File: src/rtl/kgp_alu_pkg.sv
// Shared encodings for the KGP-RISC ALU issue path: ALU control codes, opcodes/functs,
// issue FSM states and flag bit positions.
package kgp_alu_pkg;

  localparam logic [3:0] ALU_ADD  = 4'b0000;
  localparam logic [3:0] ALU_COMP = 4'b0001;
  localparam logic [3:0] ALU_AND  = 4'b0010;
  localparam logic [3:0] ALU_XOR  = 4'b0011;
  localparam logic [3:0] ALU_SLL  = 4'b0100;
  localparam logic [3:0] ALU_SRL  = 4'b0101;
  localparam logic [3:0] ALU_SRA  = 4'b0110;
  localparam logic [3:0] ALU_ZERO = 4'b0111;
  localparam logic [3:0] ALU_SLLV = 4'b1100;
  localparam logic [3:0] ALU_SRLV = 4'b1101;
  localparam logic [3:0] ALU_SRAV = 4'b1110;

  localparam logic [5:0] OP_RTYPE = 6'b000000;
  localparam logic [5:0] OP_ADDI  = 6'b000001;
  localparam logic [5:0] OP_COMPI = 6'b000010;

  localparam logic [4:0] FN_ADD   = 5'b00000;
  localparam logic [4:0] FN_COMP  = 5'b00001;
  localparam logic [4:0] FN_AND   = 5'b00010;
  localparam logic [4:0] FN_XOR   = 5'b00011;
  localparam logic [4:0] FN_SHLL  = 5'b00100;
  localparam logic [4:0] FN_SHRL  = 5'b00101;
  localparam logic [4:0] FN_SHRA  = 5'b00110;
  localparam logic [4:0] FN_SHLLV = 5'b01100;
  localparam logic [4:0] FN_SHRLV = 5'b01101;
  localparam logic [4:0] FN_SHRAV = 5'b01110;

  typedef enum logic [1:0] {
    ST_IDLE = 2'd0,
    ST_READ = 2'd1,
    ST_EXEC = 2'd2,
    ST_WB   = 2'd3
  } issue_state_t;

  localparam int FLAG_C = 2;
  localparam int FLAG_Z = 1;
  localparam int FLAG_S = 0;

endpackage

File: src/rtl/alu_issue_ctrl_if.sv
// Instruction handshake, register-file and ALU signals of the issue controller;
// master = controller side, slave = fetch/register-file/ALU side.
interface alu_issue_ctrl_if #(
  parameter int DATA_W = 32,
  parameter int REG_AW = 5,
  parameter int CTRL_W = 4
);
  logic              instr_valid;
  logic [DATA_W-1:0] instr;
  logic              instr_ready;
  logic [REG_AW-1:0] rf_raddr1;
  logic [REG_AW-1:0] rf_raddr2;
  logic [DATA_W-1:0] rf_rdata1;
  logic [DATA_W-1:0] rf_rdata2;
  logic [DATA_W-1:0] alu_in1;
  logic [DATA_W-1:0] alu_in2;
  logic [4:0]        alu_shamt;
  logic [CTRL_W-1:0] alu_ctrl;
  logic [DATA_W-1:0] alu_out;
  logic              alu_carry;
  logic              rf_we;
  logic [REG_AW-1:0] rf_waddr;
  logic [DATA_W-1:0] rf_wdata;
  logic [2:0]        flags;
  logic              done;
  logic              illegal;

  modport master (
    input  instr_valid, instr, rf_rdata1, rf_rdata2, alu_out, alu_carry,
    output instr_ready, rf_raddr1, rf_raddr2, alu_in1, alu_in2, alu_shamt, alu_ctrl,
           rf_we, rf_waddr, rf_wdata, flags, done, illegal
  );

  modport slave (
    output instr_valid, instr, rf_rdata1, rf_rdata2, alu_out, alu_carry,
    input  instr_ready, rf_raddr1, rf_raddr2, alu_in1, alu_in2, alu_shamt, alu_ctrl,
           rf_we, rf_waddr, rf_wdata, flags, done, illegal
  );
endinterface

File: src/rtl/alu_funct_decode.sv
// Combinational decode of opcode/funct into ALU control, immediate select and legality.
// Illegal encodings report ALU_ZERO so nothing downstream ever sees a stray opcode.
module alu_funct_decode
  import kgp_alu_pkg::*;
(
  input  logic [5:0] op,
  input  logic [4:0] funct,
  output logic [3:0] alu_ctrl,
  output logic       use_imm,
  output logic       legal
);

  always_comb begin
    alu_ctrl = ALU_ZERO;
    use_imm  = 1'b0;
    legal    = 1'b0;
    case (op)
      OP_RTYPE: begin
        legal = 1'b1;
        case (funct)
          FN_ADD:   alu_ctrl = ALU_ADD;
          FN_COMP:  alu_ctrl = ALU_COMP;
          FN_AND:   alu_ctrl = ALU_AND;
          FN_XOR:   alu_ctrl = ALU_XOR;
          FN_SHLL:  alu_ctrl = ALU_SLL;
          FN_SHRL:  alu_ctrl = ALU_SRL;
          FN_SHRA:  alu_ctrl = ALU_SRA;
          FN_SHLLV: alu_ctrl = ALU_SLLV;
          FN_SHRLV: alu_ctrl = ALU_SRLV;
          FN_SHRAV: alu_ctrl = ALU_SRAV;
          default:  legal    = 1'b0;
        endcase
      end
      OP_ADDI: begin
        alu_ctrl = ALU_ADD;
        use_imm  = 1'b1;
        legal    = 1'b1;
      end
      OP_COMPI: begin
        alu_ctrl = ALU_COMP;
        use_imm  = 1'b1;
        legal    = 1'b1;
      end
      default: ;
    endcase
  end

endmodule

File: src/rtl/alu_issue_ctrl.sv
// Issues one KGP-RISC ALU instruction: read rs/rt, drive ALU, write result to rs, update flags.
// Accept-to-writeback 3 cycles, one instruction per 4; instr_ready low while busy, instr_valid then ignored.
module alu_issue_ctrl
  import kgp_alu_pkg::*;
#(
  parameter int DATA_W = 32,
  parameter int REG_AW = 5,
  parameter int CTRL_W = 4
) (
  input logic               clk,
  input logic               rst_n,
  alu_issue_ctrl_if.master  bus
);

  issue_state_t      state;
  logic [REG_AW-1:0] rs_q;
  logic [15:0]       imm_q;
  logic [CTRL_W-1:0] ctrl_q;
  logic              use_imm_q;
  logic              carry_stg;
  logic [REG_AW-1:0] raddr1_q;
  logic [REG_AW-1:0] raddr2_q;

  logic [3:0]        dec_ctrl;
  logic              dec_use_imm;
  logic              dec_legal;
  logic [REG_AW-1:0] rs_in;
  logic [REG_AW-1:0] rt_in;
  logic              accept;

  assign rs_in  = bus.instr[25:21];
  assign rt_in  = bus.instr[20:16];
  assign accept = (state == ST_IDLE) && bus.instr_valid;

  alu_funct_decode u_decode (
    .op       (bus.instr[31:26]),
    .funct    (bus.instr[4:0]),
    .alu_ctrl (dec_ctrl),
    .use_imm  (dec_use_imm),
    .legal    (dec_legal)
  );

  // The register file samples its address on the accept edge, so the read
  // addresses bypass straight from the incoming instruction in that cycle.
  assign bus.rf_raddr1 = accept ? rs_in : raddr1_q;
  assign bus.rf_raddr2 = accept ? rt_in : raddr2_q;

  always_ff @(posedge clk or negedge rst_n) begin
    if (!rst_n) begin
      state           <= ST_IDLE;
      rs_q            <= '0;
      imm_q           <= '0;
      ctrl_q          <= ALU_ZERO;
      use_imm_q       <= 1'b0;
      carry_stg       <= 1'b0;
      raddr1_q        <= '0;
      raddr2_q        <= '0;
      bus.instr_ready <= 1'b1;
      bus.alu_in1     <= '0;
      bus.alu_in2     <= '0;
      bus.alu_shamt   <= '0;
      bus.alu_ctrl    <= ALU_ZERO;
      bus.rf_we       <= 1'b0;
      bus.rf_waddr    <= '0;
      bus.rf_wdata    <= '0;
      bus.flags       <= '0;
      bus.done        <= 1'b0;
      bus.illegal     <= 1'b0;
    end else begin
      bus.rf_we   <= 1'b0;
      bus.done    <= 1'b0;
      bus.illegal <= 1'b0;
      case (state)
        ST_IDLE: begin
          if (bus.instr_valid) begin
            raddr1_q <= rs_in;
            raddr2_q <= rt_in;
            if (dec_legal) begin
              rs_q            <= rs_in;
              imm_q           <= bus.instr[15:0];
              ctrl_q          <= dec_ctrl;
              use_imm_q       <= dec_use_imm;
              bus.instr_ready <= 1'b0;
              state           <= ST_READ;
            end else begin
              bus.illegal <= 1'b1;
            end
          end
        end
        ST_READ: begin
          bus.alu_in1   <= bus.rf_rdata1;
          bus.alu_in2   <= use_imm_q ? {{(DATA_W-16){imm_q[15]}}, imm_q} : bus.rf_rdata2;
          bus.alu_shamt <= imm_q[15:11];
          bus.alu_ctrl  <= ctrl_q;
          state         <= ST_EXEC;
        end
        ST_EXEC: begin
          bus.rf_wdata <= bus.alu_out;
          // Only adds define a carry; other ALU ops may leave junk on alu_carry.
          carry_stg    <= bus.alu_carry && (ctrl_q == ALU_ADD);
          bus.rf_we    <= 1'b1;
          bus.rf_waddr <= rs_q;
          bus.done     <= 1'b1;
          state        <= ST_WB;
        end
        ST_WB: begin
          bus.flags[FLAG_C] <= carry_stg;
          bus.flags[FLAG_Z] <= (bus.rf_wdata == '0);
          bus.flags[FLAG_S] <= bus.rf_wdata[DATA_W-1];
          bus.instr_ready   <= 1'b1;
          state             <= ST_IDLE;
        end
        default: state <= ST_IDLE;
      endcase
    end
  end

endmodule

File: src/flat_wrapper.sv
// flat-port wrapper written by rule: the top's interface ports become plain ports
module alu_issue_ctrl_flat import kgp_alu_pkg::*;
#(
  parameter int DATA_W = 32,
  parameter int REG_AW = 5,
  parameter int CTRL_W = 4
)
  (clk, rst_n, bus_instr_valid, bus_instr, bus_rf_rdata1, bus_rf_rdata2, bus_alu_out, bus_alu_carry, bus_instr_ready, bus_rf_raddr1, bus_rf_raddr2, bus_alu_in1, bus_alu_in2, bus_alu_shamt, bus_alu_ctrl, bus_rf_we, bus_rf_waddr, bus_rf_wdata, bus_flags, bus_done, bus_illegal);
  alu_issue_ctrl_if #(.DATA_W(DATA_W), .REG_AW(REG_AW), .CTRL_W(CTRL_W)) bus_i ();
  input logic clk;
  input logic rst_n;
  input wire logic [$bits(bus_i.instr_valid)-1:0] bus_instr_valid;
  input wire logic [$bits(bus_i.instr)-1:0] bus_instr;
  input wire logic [$bits(bus_i.rf_rdata1)-1:0] bus_rf_rdata1;
  input wire logic [$bits(bus_i.rf_rdata2)-1:0] bus_rf_rdata2;
  input wire logic [$bits(bus_i.alu_out)-1:0] bus_alu_out;
  input wire logic [$bits(bus_i.alu_carry)-1:0] bus_alu_carry;
  output wire logic [$bits(bus_i.instr_ready)-1:0] bus_instr_ready;
  output wire logic [$bits(bus_i.rf_raddr1)-1:0] bus_rf_raddr1;
  output wire logic [$bits(bus_i.rf_raddr2)-1:0] bus_rf_raddr2;
  output wire logic [$bits(bus_i.alu_in1)-1:0] bus_alu_in1;
  output wire logic [$bits(bus_i.alu_in2)-1:0] bus_alu_in2;
  output wire logic [$bits(bus_i.alu_shamt)-1:0] bus_alu_shamt;
  output wire logic [$bits(bus_i.alu_ctrl)-1:0] bus_alu_ctrl;
  output wire logic [$bits(bus_i.rf_we)-1:0] bus_rf_we;
  output wire logic [$bits(bus_i.rf_waddr)-1:0] bus_rf_waddr;
  output wire logic [$bits(bus_i.rf_wdata)-1:0] bus_rf_wdata;
  output wire logic [$bits(bus_i.flags)-1:0] bus_flags;
  output wire logic [$bits(bus_i.done)-1:0] bus_done;
  output wire logic [$bits(bus_i.illegal)-1:0] bus_illegal;
  assign bus_i.instr_valid = bus_instr_valid;
  assign bus_i.instr = bus_instr;
  assign bus_i.rf_rdata1 = bus_rf_rdata1;
  assign bus_i.rf_rdata2 = bus_rf_rdata2;
  assign bus_i.alu_out = bus_alu_out;
  assign bus_i.alu_carry = bus_alu_carry;
  assign bus_instr_ready = bus_i.instr_ready;
  assign bus_rf_raddr1 = bus_i.rf_raddr1;
  assign bus_rf_raddr2 = bus_i.rf_raddr2;
  assign bus_alu_in1 = bus_i.alu_in1;
  assign bus_alu_in2 = bus_i.alu_in2;
  assign bus_alu_shamt = bus_i.alu_shamt;
  assign bus_alu_ctrl = bus_i.alu_ctrl;
  assign bus_rf_we = bus_i.rf_we;
  assign bus_rf_waddr = bus_i.rf_waddr;
  assign bus_rf_wdata = bus_i.rf_wdata;
  assign bus_flags = bus_i.flags;
  assign bus_done = bus_i.done;
  assign bus_illegal = bus_i.illegal;
  alu_issue_ctrl #(.DATA_W(DATA_W), .REG_AW(REG_AW), .CTRL_W(CTRL_W)) u_core (.clk(clk), .rst_n(rst_n), .bus(bus_i));
endmodule
File: config.mk
export PLATFORM = sky130hd
export DESIGN_NAME = alu_issue_ctrl_flat
export DESIGN_NICKNAME = d
export VERILOG_FILES = /design/src/rtl/kgp_alu_pkg.sv /design/src/rtl/alu_issue_ctrl_if.sv /design/src/rtl/alu_funct_decode.sv /design/src/rtl/alu_issue_ctrl.sv /design/src/flat_wrapper.sv
export SDC_FILE = /design/constraint.sdc
export NUM_CORES = 1
export LEC_CHECK = 0
export BUFFER_PORTS_ARGS = -buffer_cell sky130_fd_sc_hd__buf_2
export CORE_MARGIN = 1
export CORE_UTILIZATION = 45
export CTS_BUF_LIST = sky130_fd_sc_hd__clkbuf_8
export CTS_CLUSTER_DIAMETER = 200
export DETAILED_ROUTE_END_ITERATION = 8
export PLACE_DENSITY = 0.87
export SYNTH_ARGS = -nofsm -noshare
export SYNTH_HDL_FRONTEND = slang
export SYNTH_SLANG_ARGS = --single-unit
File: constraint.sdc
create_clock -name clk -period 2 [get_ports clk]
set_input_delay 0.2 -clock clk [delete_from_list [all_inputs] [get_ports clk]]
set_output_delay 0.2 -clock clk [all_outputs]
set_load 0.005 [all_outputs]
==> flow_metrics.tcl, run 1 <==
set metrics [dict create \
    synth-seq-cells 155 \
    synth.distinct_cells 35 \
    netlist.area_leader.share_pct 59.0 \
    multi_input_area_um2 2330 \
    yosys.area.top_type "dfrtp_1" \
    seq_area_um2 3890 \
    period_share_pct 97.0 \
    drc_errors 0 \
    place_hpwl_um 10300 \
    dr.pass1.iters 4 \
    die_y_um 120 \
    synth.area.top_cells "dfrtp_1 59%, mux2_2 17%, mux2_4 4.3%" \
    row_count 42 \
    finalNonFillerCells 1000 \
    fillers 926 \
    critPathMaxFanout 6 \
    gp_congestion 0.773 \
    dieWidth_um 120 \
    yosys_warnings 0 \
    period_minus_slack_ns 1.94 \
    grt_max_degree 69 \
    reg2reg_slack_ns 0.12 \
    critPathCaptureType "primary output" \
    ys_async_sr_fraction_pct 100 \
    via_per_inst 5.02 \
    critPathRequiredTime_ns 1.80 \
    drv_slew 0 \
    first_global_vias 5294 \
    nets 949 \
    hold_depth 3 \
    worstSkewPairLatency_ns 0.45 \
    synthesis.nets 588 \
    start_kind "register" \
    skew_ns 0.00993 \
    ys.flop_type "dfrtp_1" \
    gr-total-overflow 0 \
    syn_inst 451 \
    vias 5020 \
    ir_drop_uv 823 \
    synth_edf_count 0 \
    globalRouteTotalUtil_pct 23.9 \
    fmax_ghz 0.516 \
    tightest_slew_ns 0.687 \
    wl_um 16900 \
    htree_levels 4 \
    grt_pass1_wl_um 26300 \
    ant_nets 0 \
    tritoncts "done" \
    core-area_um2 13400 \
    final_common_cell "buf_2" \
    antenna_found_initial 0 \
    drive_gt1_share_pct 53.2 \
    initial_core_util_pct 46.8 \
    cts_root_buf "clkbuf_8" \
    fin_total_pwr_mw 12.6 \
    port_buffers 258 \
    syn_area_um2 6280 \
    syn_area_per_cell_um2 13.9 \
    wl_per_cell_um 16.9 \
    clock_sinks 155 \
    maxCapViolCount 0 \
    crit_type "reg -> out" \
    holdWs_ns 0.0390 \
    ff2ff_path_depth 7 \
    drt_iter0_drc 294 \
    dpl.cell_count 873 \
    cts_inserted_buffers 17 \
    cellPowerDensity_nw_per_um2 1370 \
    area_growth_pct 46.7 \
    antenna_cells 0 \
    dp_slack_ns 0.0286 \
    path_clk_slew_ns 0.08 \
    holdCritPathClass "in -> reg" \
    ios 259 \
    cp.arrival_ns 1.74 \
    status "finished clean" \
    dieArea_um2 14400 \
    setup_violations 0 \
    fin_area_um2 9210 \
    placed_cell_area_um2 7840 \
    ys_seq_area_share_pct 61.9 \
    rsz0062_at_grt "true" \
    hold_violations 0 \
    mostFrequentLayoutCells "257 x buf_2, 148 x dfrtp_1, 89 x dlygate4sd3_1, 87 x mux2_2, 50 x a21oi_1" \
    cts.path.max_buffers 2 \
    layout_setup_ws_ns 0.0604 \
    p_leak_nw 4.49 \
    maxSlewHeadroom_pct 54.2 \
]
==> timing repair <==
item	4_1_cts	5_1_grt
pin swaps	1	2
endpoints found under the hold margin	134	0
hold buffers	89	0
setup buffers	3	3
setup endpoints to repair	10	28
gates cloned	1	0
resized for setup	11	10
==> kinds of logic (layout without fill, tap and decap cells) <==
| kind of cell | after synthesis | in the layout | synth area share [%] |
|---|---|---|---|
| adder cells (fa/ha/maj) | 5 | 5 | 0.997 |
| flip-flops | 155 | 155 | 61.9 |
| AND/OR/NAND/NOR | 67 | 67 | 5.28 |
| AO/OA/AOI/OAI | 61 | 61 | 5.30 |
| multiplexers | 131 | 131 | 24.3 |
| buffers and inverters | 32 | 405 | 2.23 |
==> cell usage after synthesis (all sizes together), types with 2 or more instances <==
master,instances
nor2,37
nand2,6
dfstp,7
clkbuf,13
dfrtp,148
o21ai,3
o31a,2
or4,3
buf,12
mux2,115
inv,6
nor3,3
a22o,2
mux2i,16
a21oi,50
nor4,7
ha,5
nand3,5
==> final timing paths <==
path                                          from                      to
worst max-delay path               u_core.state[1]        bus_rf_raddr1[0]
worst min-delay path             bus_rf_rdata2[30]  u_core.bus.alu_in2[30]
worst max register to register     u_core.state[1]        u_core.imm_q[10]
worst min register to register  u_core.raddr2_q[0]      u_core.raddr2_q[0]
max in group asynchronous                    rst_n  u_core.bus.alu_ctrl[0]
min in group asynchronous                    rst_n      u_core.raddr1_q[0]
==> flip-flops by register name, summed over array words and instances, names as in the netlist, 2 cells and up <==
name,flops
u_core.ctrl_q,4
u_core.bus.rf_waddr,5
u_core.rs_q,5
u_core.bus.alu_ctrl,4
u_core.bus.alu_in1,32
u_core.raddr1_q,5
u_core.imm_q,16
u_core.bus.alu_shamt,5
u_core.raddr2_q,5
u_core.state,2
u_core.bus.alu_in2,32
u_core.bus.flags,3
u_core.bus.rf_wdata,32
==> worst max-delay path, cell delays in order, from the launching register on <==
cell and delay [ns]:
dfrtp_1 0.40, inv_2 0.09, ha_4 0.15, nand2_4 0.06
buf_8 0.14, mux2_4 0.31, buf_2 0.13
==> metrics by stage <==
step	setup TNS [ns]	utilization, %
final	0	68.7
after global routing	-0.0253	68.7
after CTS	0	68.2
after detailed placement	0	58.5
after global placement	0	58.5
after floorplan	0	-
==> area by class of cell <==
cell class	instances	area share (%)
Timing Repair Buffer	367	26.1
Inverter	7	0.285
Clock inverter	14	1.17
Tap cell	176	2.39
Clock buffer	17	2.54
Sequential cell	155	42.2
Multi-Input combinational cell	264	25.3
==> power breakdown <==
part           internal, mW  switching, mW  total [mW]
Sequential             4.61          0.827        5.44
Clock                 0.955           1.15        2.10
Combinational          2.91           2.19        5.11
Total                  8.48           4.17        12.6
==> routing by layer <==
metal / vias up / GRT usage [%] / wire [µm]
met5: - / 0 / 0
met4: 0 / 10.5 / 455
met3: 36 / 6.32 / 1240
met2: 224 / 42.0 / 8660
met1: 2439 / 27.1 / 6550
li1: 2321 / - / -
(Power assumes the default switching activity.)
==> run 2: changes to the inputs <==
- CTS_CLUSTER_SIZE: not set -> 16
- PLACE_DENSITY: 0.87 -> not set
- PLACE_DENSITY_LB_ADDON: not set -> 0.2
==> flow_metrics.tcl, run 2 (synthesis gave the netlist of run 1 again) <==
set metrics [dict create \
    status "finished clean" \
    clock_sinks 155 \
    cts_root_buf "clkbuf_8" \
    ios 259 \
    holdCritPathClass "in -> reg" \
    rsz0062_at_grt "true" \
    fin_area_um2 9370 \
    gr-total-overflow 0 \
    htree_levels 4 \
    cellPowerDensity_nw_per_um2 1430 \
    tritoncts "done" \
    start_kind "register" \
    ff2ff_path_depth 7 \
    crit_slowest_cell "dfrtp_1" \
    via_per_inst 4.93 \
    vias 4910 \
    antenna_found_initial 0 \
    cp.arrival_ns 1.73 \
    reg2reg_slack_ns 0.09 \
    critPathCaptureType "primary output" \
    critPathRequiredTime_ns 1.80 \
    timing.rr.start "u_core.state[1]" \
    first_global_vias 5088 \
    globalRouteTotalUtil_pct 22.9 \
    grt_pass1_wl_um 25400 \
    path_clk_slew_ns 0.08 \
    ant_nets 0 \
    tns_ns 0 \
    worst_path_largest_cell_delay_ns 0.39 \
    final_common_cell "buf_2" \
    drive_gt1_share_pct 53.3 \
    tightest_slew_ns 0.565 \
    wl_um 16100 \
    maxCapViolCount 0 \
    wl_per_cell_um 16.2 \
    setup_violations 0 \
    layout_setup_ws_ns 0.0744 \
    hold_end "u_core.imm_q[1]" \
    fin_util_pct 69.9 \
    r2r_end "u_core.imm_q[12]" \
    drt_iter0_drc 214 \
    initial_core_util_pct 46.8 \
    worstSkewPairLatency_ns 0.44 \
    reg.largest.list "u_core.bus.alu_in1: 32 flops, u_core.bus.alu_in2: 32 flops, u_core.bus.rf_wdata: 32 flops" \
    nets 945 \
    dieWidth_um 120 \
    dieArea_um2 14400 \
    path_buf_inv 3 \
    hold_depth 2 \
    dp_slack_ns -0.0127 \
    die_y_um 120 \
    cts.path.max_buffers 2 \
    place_hpwl_um 10400 \
    min_from "bus_instr[1]" \
    cts_inserted_buffers 17 \
    mostFrequentLayoutCells "248 x buf_2, 148 x dfrtp_1, 87 x mux2_2, 85 x dlygate4sd3_1, 50 x a21oi_1" \
    fmax_ghz 0.519 \
    cp_cell_sequence "inv_2, ha_4, nand2_4, buf_8, mux2_4, buf_6" \
    maxSlewHeadroom_pct 62.3 \
    area_growth_pct 49.3 \
    placed_cell_area_um2 7840 \
    period_minus_slack_ns 1.93 \
    grt_max_degree 57 \
    drv_slew 0 \
    port_buffers 258 \
    drc_errors 0 \
    dr.pass1.iters 4 \
    crit_family "flip-flops" \
    antenna_cells 0 \
    crit_type "reg -> out" \
    hold_violations 0 \
    skew_ns 0.00916 \
    core-area_um2 13400 \
    p_leak_nw 4.57 \
    row_count 42 \
    period_share_pct 96.3 \
    gp_congestion 0.787 \
    ir_drop_uv 749 \
    critPathMaxFanout 6 \
]
==> run 2: metal layers <==
metal	track usage, %	up-vias	wire length, µm
met1	28.3	2386	6680
met4	7.66	0	211
met2	38.6	194	8090
met5	0	-	0
li1	-	2313	-
met3	5.94	17	1120
==> run 2: final cells by class <==
type                    count  area (µm²)
clock buffers              21         289
inverters                   7        26.3
multi-input cells         264        2330
flip-flops and latches    155        3890
repair buffers            363        2440
well taps                 176         220
fillers                   962        4030
clock inverters            10         171
==> run 2: worst reg2reg max path, cell delays in order, from the launching register on <==
cell     delay, ns
dfrtp_1       0.39
inv_2         0.08
ha_4          0.16
nand2_4       0.08
buf_4         0.15
nor3b_4       0.33
nand2_8       0.24
mux2_4        0.37
==> run 2: power breakdown <==
group          internal, mW  switching [mW]  total (mW)
sequential             4.61           0.810        5.42
combinational          3.09            2.22        5.31
clock                  1.60            1.09        2.69
==> run 2: per-stage QoR <==
step                      hold slack [ns]  power (mW)  instances
after floorplan                   -0.0956        7.97        451
after global placement              0.121        9.94        871
after detailed placement            0.128        10.2        871
after CTS                         0.00309        13.2        992
after global routing              0.00276        14.3        996
final                              0.0358        13.4        996
==> run 2: how the worst max path moves through the flow <==
stage	start	endpoint	slack, ns	cells after the start
2_1_floorplan	u_core.state[0]	u_core.imm_q[0]	0.28	7
3_3_place_gp	bus_instr[29]	u_core.imm_q[5]	0.07	5
3_5_place_dp	u_core.state[1]	u_core.imm_q[12]	-0.01	6
4_1_cts	u_core.state[0]	bus_rf_raddr1[3]	0.02	6
5_1_grt	u_core.state[1]	bus_rf_raddr1[0]	-0.02	6
6_report	u_core.state[1]	bus_rf_raddr2[2]	0.07	6
==> run 2: what timing repair did <==
action	in CTS	in global routing
setup endpoints to repair	31	10
gates resized for setup	11	18
hold endpoints to repair	142	0
cloned	1	0
hold buffers	85	0
setup buffers	4	4
pin swaps	1	2
==> run 3: changes to the inputs <==
- BUFFER_PORTS_ARGS: -buffer_cell sky130_fd_sc_hd__buf_2 -> -buffer_cell sky130_fd_sc_hd__buf_4
- PLACE_DENSITY_LB_ADDON: 0.2 -> 0.3
==> flow_metrics.tcl, run 3 (synthesis gave the netlist of run 1 again) <==
set metrics [dict create \
    area_growth_pct 59.1 \
    reg2reg_slack_ns 0.07 \
    ff2ff_path_depth 7 \
    cts_inserted_buffers 17 \
    gr-total-overflow 0 \
    hold_violations 0 \
    p_int_mw 9.75 \
    critPathCaptureType "register" \
    maxCapViolCount 0 \
    vias 4988 \
    layout_setup_ws_ns 0.0721 \
    path_clk_slew_ns 0.08 \
    mostFrequentLayoutCells "261 x buf_4, 148 x dfrtp_1, 87 x mux2_2, 86 x dlygate4sd3_1, 50 x a21oi_1" \
    critPathMaxFanout 26 \
    critPathRequiredTime_ns 2.32 \
    grt_pass1_wl_um 27300 \
    cp.arrival_ns 2.24 \
    initial_core_util_pct 46.8 \
    tightest_slew_ns 0.579 \
    dr.pass1.iters 4 \
    ir_drop_uv 868 \
    nets 948 \
    dieWidth_um 120 \
    cts.path.max_buffers 2 \
    drt_iter0_drc 175 \
    p_switching_mw 4.34 \
    skew_ns 0.00984 \
    reg.largest.list "u_core.bus.alu_in1: 32 flops, u_core.bus.alu_in2: 32 flops, u_core.bus.rf_wdata: 32 flops" \
    grt_max_degree 61 \
    crit_type "reg -> reg" \
    drv_slew 0 \
    row_count 42 \
    min_from "bus_instr[1]" \
    drive_gt1_share_pct 53.5 \
    holdWs_ns 0.0349 \
    cts_root_buf "clkbuf_8" \
    clock_sinks 155 \
    rsz0062_at_grt "true" \
    r2r_end "u_core.imm_q[14]" \
    tritoncts "done" \
    globalRouteTotalUtil_pct 24.6 \
    wl_per_cell_um 17.3 \
    clock_power_share_pct 17.5 \
    wl_um 17300 \
    dp_slack_ns 0.0260 \
    first_global_vias 5444 \
    timing.rr.start "u_core.state[0]" \
    dieArea_um2 14400 \
    pwr-share-seq_pct 39.3 \
    fmax_ghz 0.519 \
    p_leak_nw 4.77 \
    ios 259 \
    hold_depth 2 \
    hold_end "u_core.imm_q[1]" \
    htree_levels 4 \
    status "finished clean" \
    drc_errors 0 \
    start_kind "register" \
    ant_nets 0 \
    worstSkewPairLatency_ns 0.43 \
    final_common_cell "buf_4" \
    gp_congestion 0.834 \
    combPwrFrac_pct 43.2 \
    port_buffers 258 \
    antenna_found_initial 0 \
    core-area_um2 13400 \
    maxSlewHeadroom_pct 61.4 \
    setup_violations 0 \
    period_minus_slack_ns 1.93 \
    place_hpwl_um 11500 \
    cellPowerDensity_nw_per_um2 1410 \
    die_y_um 120 \
    swShare_pct 30.8 \
    fillers 819 \
    via_per_inst 4.99 \
    period_share_pct 96.4 \
    antenna_cells 0 \
    holdCritPathClass "in -> reg" \
]
==> run 3: layout make-up <==
type / instances / area [µm²] / share of cell area, %
Clock buffer: 20 / 275 / 2.76
Clock inverter: 12 / 146 / 1.47
Inverter: 7 / 26.3 / 0.263
Multi-Input combinational cell: 264 / 2320 / 23.3
Sequential cell: 155 / 3890 / 38.9
Tap cell: 176 / 220 / 2.21
Timing Repair Buffer: 366 / 3110 / 31.1
==> run 3: critical path, stage by stage (launching register included) <==
cell,delay [ns]
dfrtp_1,0.40
inv_2,0.09
ha_4,0.15
nand2_4,0.07
buf_4,0.15
nor3b_4,0.24
nand2_4,0.31
mux2_4,0.40
==> run 3: worst max-delay path by stage <==
stage | from | to
after floorplan | u_core.state[0] | u_core.imm_q[0]
after CTS | u_core.state[1] | bus_rf_raddr2[4]
after detailed placement | u_core.state[1] | u_core.imm_q[14]
after global placement | bus_instr[29] | u_core.imm_q[14]
after global routing | u_core.state[0] | bus_rf_raddr1[0]
final | u_core.state[0] | u_core.imm_q[14]
==> run 3: repair_timing <==
item,in CTS,in global routing
setup endpoints to repair,14,10
hold buffers,86,0
hold endpoints to repair,138,0
setup buffers,6,1
cloned,1,0
gates resized for setup,18,13
pin swaps,2,2
==> run 3: per-stage QoR <==
| step | power (mW) | setup TNS, ns | util [%] | cells | instance area (µm²) |
|---|---|---|---|---|---|
| 2_1_floorplan | 7.97 | 0 | - | 451 | 6280 |
| 4_1_cts | 14.0 | -0.564 | 74.3 | 1000 | 9950 |
| 3_5_place_dp | 11.1 | 0 | 63.6 | 875 | 8530 |
| 5_1_grt | 14.9 | -0.0329 | 74.5 | 1000 | 9980 |
| 3_3_place_gp | 10.8 | 0 | 63.6 | 875 | 8530 |
| 6_report | 14.1 | 0 | 74.5 | 1000 | 9980 |
==> run 3: power by group through the flow <==
| stage | sequential, mW | clock [mW] | combinational, mW |
|---|---|---|---|
| final | 5.53 | 2.46 | 6.09 |
| after global placement | 5.44 | 0 | 5.40 |
| after global routing | 5.70 | 2.66 | 6.55 |
| after CTS | 5.50 | 2.52 | 6.01 |
| after detailed placement | 5.54 | 0 | 5.59 |
| after floorplan | 5.46 | 0 | 2.51 |
==> run 3: metal layers <==
layer / wire length, µm / share of wire (%) / global-route usage, %
met1: 6420 / 37 / 27.6
met2: 9190 / 53 / 44.4
met5: 0 / 0 / 0
met4: 384 / 2.2 / 9.84
met3: 1300 / 7.5 / 6.37
